## src/rtl/cpu_pkg.sv

```systemverilog
// cpu_pkg: fetch-stage types, bubble encoding and reset PC shared across the pipeline
package cpu_pkg;

    typedef enum logic [1:0] {IDLE, FETCH, READY, DROP} fetch_state_t;

    localparam logic [31:0] NOP_INST = 32'hFC00_0000;
    localparam logic [31:0] RESET_PC = 32'h0000_0000;

    function automatic logic [31:0] word_align(input logic [31:0] a);
        return a & 32'hFFFF_FFFC;
    endfunction

endpackage

```

## src/rtl/if_pc_sel.sv

```systemverilog
// if_pc_sel: next-PC mux (branch > jump > sequential) with word-aligned targets
module if_pc_sel
    import cpu_pkg::*;
(
    input  logic        branch_taken_i,
    input  logic [31:0] branch_target_i,
    input  logic        jump_i,
    input  logic [31:0] jump_target_i,
    input  logic [31:0] seq_base_i,
    output logic [31:0] seq_pc_o,
    output logic [31:0] next_pc_o
);

    logic [31:0] w_seq;

    assign w_seq    = seq_base_i + 32'd4;
    assign seq_pc_o = w_seq;

    // Branch wins over jump; redirect targets have their byte offset stripped
    always_comb begin
        next_pc_o = branch_taken_i ? word_align(branch_target_i) :
                    jump_i         ? word_align(jump_target_i)   : w_seq;
    end

endmodule

```

## src/rtl/if_fetch_unit.sv

```systemverilog
// if_fetch_unit: PC owner and instruction-memory requester feeding the IF/ID register
module if_fetch_unit
    import cpu_pkg::*;
#(
    parameter logic [31:0] RESET_PC = cpu_pkg::RESET_PC,
    parameter logic [31:0] NOP_INST = cpu_pkg::NOP_INST
) (
    input  logic        clk_i,
    input  logic        rst_i,
    input  logic        start_i,
    input  logic        hd_i,
    input  logic        memstall_i,
    input  logic        branch_taken_i,
    input  logic [31:0] branch_target_i,
    input  logic        jump_i,
    input  logic [31:0] jump_target_i,
    output logic        imem_req_o,
    output logic [31:0] imem_addr_o,
    input  logic        imem_ack_i,
    input  logic [31:0] imem_data_i,
    output logic [31:0] inst_o,
    output logic [31:0] inst_addr_o,
    output logic        flush_o
);

    fetch_state_t r_state;
    logic         r_req;
    logic [31:0]  r_pc;
    logic [31:0]  r_req_addr;
    logic [31:0]  r_inst;
    logic [31:0]  r_inst_addr;
    logic         w_stall;
    logic         w_redirect;
    logic [31:0]  w_seq_pc;
    logic [31:0]  w_next_pc;

    assign w_stall     = hd_i | memstall_i;
    assign w_redirect  = (branch_taken_i | jump_i) & ~w_stall;
    assign flush_o     = w_redirect;
    assign imem_req_o  = r_req;
    assign imem_addr_o = r_req_addr;
    assign inst_o      = r_inst;
    assign inst_addr_o = r_inst_addr;

    if_pc_sel u_pc_sel (
        .branch_taken_i  (branch_taken_i),
        .branch_target_i (branch_target_i),
        .jump_i          (jump_i),
        .jump_target_i   (jump_target_i),
        .seq_base_i      (r_req_addr),
        .seq_pc_o        (w_seq_pc),
        .next_pc_o       (w_next_pc)
    );

    // Fetch FSM; r_inst doubles as the fetch buffer and is NOP_INST outside READY
    always_ff @(posedge clk_i or posedge rst_i) begin
        if (rst_i) begin
            r_state     <= IDLE;
            r_req       <= 1'b0;
            r_pc        <= RESET_PC;
            r_req_addr  <= RESET_PC;
            r_inst      <= NOP_INST;
            r_inst_addr <= 32'd0;
        end else begin
            case (r_state)
                IDLE: begin
                    if (start_i) begin
                        r_state    <= FETCH;
                        r_req      <= 1'b1;
                        r_req_addr <= r_pc;
                    end
                end
                FETCH: begin
                    if (imem_ack_i && w_redirect) begin
                        r_pc       <= w_next_pc;
                        r_req_addr <= w_next_pc;
                    end else if (imem_ack_i) begin
                        r_state     <= READY;
                        r_req       <= 1'b0;
                        r_inst      <= imem_data_i;
                        r_inst_addr <= w_seq_pc;
                        r_pc        <= w_seq_pc;
                    end else if (w_redirect) begin
                        r_state <= DROP;
                        r_pc    <= w_next_pc;
                    end
                end
                READY: begin
                    if (w_redirect || !w_stall) begin
                        r_state    <= FETCH;
                        r_req      <= 1'b1;
                        r_inst     <= NOP_INST;
                        r_pc       <= w_redirect ? w_next_pc : r_pc;
                        r_req_addr <= w_redirect ? w_next_pc : r_pc;
                    end
                end
                DROP: begin
                    if (w_redirect)
                        r_pc <= w_next_pc;
                    if (imem_ack_i) begin
                        r_state    <= FETCH;
                        r_req_addr <= w_redirect ? w_next_pc : r_pc;
                    end
                end
            endcase
        end
    end

endmodule

```

## config.mk

```make
export PLATFORM = sky130hd
export DESIGN_NAME = if_fetch_unit
export DESIGN_NICKNAME = d
export VERILOG_FILES = /design/src/rtl/cpu_pkg.sv /design/src/rtl/if_pc_sel.sv /design/src/rtl/if_fetch_unit.sv
export SDC_FILE = /design/constraint.sdc
export NUM_CORES = 1
export LEC_CHECK = 0
export BUFFER_PORTS_ARGS = -buffer_cell sky130_fd_sc_hd__buf_4
export CAP_MARGIN = 20
export CORE_MARGIN = 1
export CORE_UTILIZATION = 30
export CTS_CLUSTER_SIZE = 24
export DETAILED_ROUTE_END_ITERATION = 6
export PLACE_DENSITY = 0.62
export SYNTH_ARGS = -nofsm -noshare
export SYNTH_HDL_FRONTEND = slang
export SYNTH_SLANG_ARGS = --single-unit
export TNS_END_PERCENT = 20
```

## constraint.sdc

```tcl
create_clock -name clk_i -period 5.3 [get_ports clk_i]
set_clock_uncertainty 0.05 [all_clocks]
set_input_delay 0.53 -clock clk_i [delete_from_list [all_inputs] [get_ports clk_i]]
set_output_delay 0.53 -clock clk_i [all_outputs]
set_load 0.05 [all_outputs]
```

==> impl_results.md <==
- CP Depth: 5
- R2R Setup Slk: about 2.6 ns
- TritonCTS clock tree: done
- Ports: between 200 and 250
- Initial detailed-routing violation count: 596
- Number of global-route vias before repair: 6,725
- Pre-antenna DRT Iters: 7
- Clock sink count: 131
- Syn Std Cell Area: between 7000 and 8000 µm²
- First-pass GRT wire length: 38.91 mm
- Rows: 55
- Async S/R FF share, synth: 1.000
- CP bufs+invs: 3
- #FFs+latches synth: about 130
- Most frequent cells in the layout: buf_4, dfrtp_1, nor2_1
- CTS Hold Bufs: 0
- PwrDens: 700.9 nW/µm²
- Peak VDD IR: 0.2807 mV
- Sw Share: 0.5049
- Share of cells above drive strength 1: 0.2926
- Setup Buffers After CTS: 0
- DP HPWL: 17.21 mm
- Starting Density: 0.3083
- EDFF count, synth: 0
- CP endpoint kind: output port
- Largest family of logic cells by synthesized area: compound AO/OA/AOI/OAI gates
- Crit path capture: flush_o
- Syn Area/Cell: 9.305 µm²
- Outcome: finished, final reports clean
- Synth cell types: 70
- Clock Pin Slew Worst Setup and Hold Paths: 0.06 ns
- Clock share of power: 0.173
- Largest net degree at the start of global routing: 95
- Unrepaired setup endpoints after global routing: false
- Crit-path cells: buf_4, or2_1, nand2_1, inv_1, buf_4
- Core region area: 22,850 µm²
- Initial antenna violation count: 0
- Core Util, Final: 0.4078
- Congestion Overflow GR: 0
- Critical path launch point type: input pin
- Synth warn: 0
- Routed Antenna Nets: 0
- Syn_nets: ~860
- Setup violations, final: 0
- Post-synthesis simple-gate area fraction: 0.1853
- Crit path arrival time: 2.79 ns
- Vias per inst: 5.448
- Total number of vias: roughly 6.8k
- CP most frequent cell: buf_4
- H-tree depth: 4
- Placed cell count: 1,221
- Cell Count, Final, Fillers Out: 1,253
- Most common cell after layout, fill and taps aside: buf_4
- Hold WS: 0.2598 ns
- Capturing point of the worst reg2reg path: inst_o[21]
- Chip width: roughly 160 µm
- Final Cycle Share: 0.6358
- Combinational power share: 0.532
- Max-cap violation count: 0
- Final hold violations: 0
- Multiplexer share of the synthesized area: 0.01563
- Total track usage: 0.2115
- Clk Latency, worst-skew pair: 0.42 ns
- Die footprint: 24,100 µm²
- Cells after Synth: 757
- Post-synthesis xor/xnor area fraction: 0.02735
- Tmin final: 3.370 ns
- Flop pwr share: 0.295
- Switching pwr: 3.297 mW
- Critical path origin: branch_taken_i
- Post-cts sizing count: 0
- Clock Path Buffers: 2
- Final setup TNS: 0 ns
- Kind of critical path: input pin to output port
- Compound-Gate Fraction of Synth Area: 0.2556
- Nets@finish: 1,033
- Final Slew Violations: 0
- Crit path max-delay family: buffers and inverters
- Vert. Die Dim: around 160 µm
- Area grow syn2layout: 32.27%
- CP Max Fanout: 38
- Number of port buffers: 197
- Slew margin rel.: 0.2588
- CTS root buf: clkbuf_16
- Seq/Total Area, Yosys: 0.4664
- Worst slew pin tran: around 1.1 ns
- Prevailing post-synth register cell: dfrtp_1
- Wire per inst: 19.96 µm
- R2R Path Start: r_state[1]
- FMAX: approximately 300 MHz
- Max incr delay on CP: around 0.6 ns
- Lkg Pwr: ~4.0 nW
- DRC: 0
- CP max-delay cell: or2_1
- Placer Congestion: 0.8624
- Adder-Cell Fraction of Synth Area: 0.001776
- CP Data Required Time: 4.72 ns
- Number of buffers created by CTS: 17
- R2R depth: 5
- Int Power: between 3 and 4 mW
- Final wirelength: 25.01 mm
- N_diodes: 0
- Hold Path Class: input pin to async pin
## routing by layer
metal  share of wire  up-vias  GRT usage
met3           0.081       21    0.05515
li1                -     3154          -
met2            0.47      318     0.3477
met5               0        -          0
met1            0.44     3333     0.2800
met4          0.0097        0    0.04388
## through the flow
| stage | instance area [µm²] | setup slack (ns) | power (mW) |
|---|---|---|---|
| finish | 9318 | 1.930 | 6.531 |
| floorplan | 7044 | 1.232 | 4.274 |
| global placement | 8750 | 1.386 | 5.346 |
| detailed placement | 8750 | 1.357 | 5.396 |
| CTS | 9303 | 1.776 | 6.546 |
| global route | 9318 | 1.847 | 6.904 |
## synth_stat cells, types with 4 or more instances
master    count  area, µm²
or2_2         4      25.02
clkbuf_1     38      142.6
a221oi_1     11      96.34
inv_1        10      37.54
a21oi_1      45      225.2
a311oi_1      5      43.79
o22a_1        6      52.55
o22ai_1      15      93.84
buf_1         5      18.77
mux2i_1      11      110.1
and3_1        4      25.02
nand3_1      19      95.09
nor4_1        7      43.79
a32o_1       26      260.3
a21o_1        6      45.04
nor3_1        9      45.04
buf_2         6      30.03
o31ai_1       6      45.04
nor2b_1       5      31.28
a211oi_1      7      52.55
o21ai_0      50      250.2
o21a_1        8      60.06
nor2_1      102      382.9
nand4_1       6      37.54
a31oi_1      15      93.84
xnor2_1      14      122.6
xor2_1        8      70.07
nand2_1      82      307.8
buf_6         6      67.56
dfstp_2       6      157.7
a221o_1       5      50.05
a22oi_1       5      37.54
nand2b_1     10      62.56
o32a_1        6      60.06
a22o_1        6      52.55
dfrtp_1     125       3128
## area by class of cell
cell class | instances | area, µm²
Clock inverter | 11 | 106.4
Inverter | 11 | 46.29
Multi-Input combinational cell | 556 | 3450
Timing Repair Buffer | 211 | 1592
Tap cell | 313 | 391.6
Fill cell | 2360 | 13530
Clock buffer | 20 | 446.7
Sequential cell | 131 | 3286
## worst min path at each step
| stage | start | endpoint | cells after the start |
|---|---|---|---|
| 3_5_place_dp | r_pc[0] | r_pc[0] | 2 |
| 3_3_place_gp | r_pc[0] | r_pc[0] | 2 |
| 4_1_cts | imem_data_i[29] | inst_o[29] | 2 |
| 2_1_floorplan | r_pc[0] | r_pc[0] | 2 |
| 5_1_grt | imem_data_i[13] | inst_o[13] | 2 |
| 6_report | rst_i | inst_o[13] | 2 |
## registers in the layout, indices dropped and copies added (netlist names)
signal       count
imem_addr_o     32
inst_addr_o     32
inst_o          32
r_pc            32
r_state          2
imem_req_o       1
## worst register-to-register path: stages, from the launching register on
cell	delay [ns]
dfrtp_1	0.82
inv_1	0.31
o21ai_1	0.73
o21ai_2	0.25
buf_8	0.24
a32o_1	0.22
## power groups by stage
stage               sequential [mW]  clock (mW)  combinational [mW]
global route                   2.00        1.20                3.71
floorplan                      2.86           0                1.41
global placement               1.91           0                3.43
detailed placement             1.93           0                3.47
CTS                            1.92        1.15                3.48
finish                         1.93        1.13                3.48
## logic make-up after synthesis
kind of cell	after synthesis
AO/OA/AOI/OAI	253
XOR/XNOR	22
adder cells (fa/ha/maj)	1
buffers and inverters	70
flip-flops	131
multiplexers	11
AND/OR/NAND/NOR	269
(Power assumes the default switching activity.)
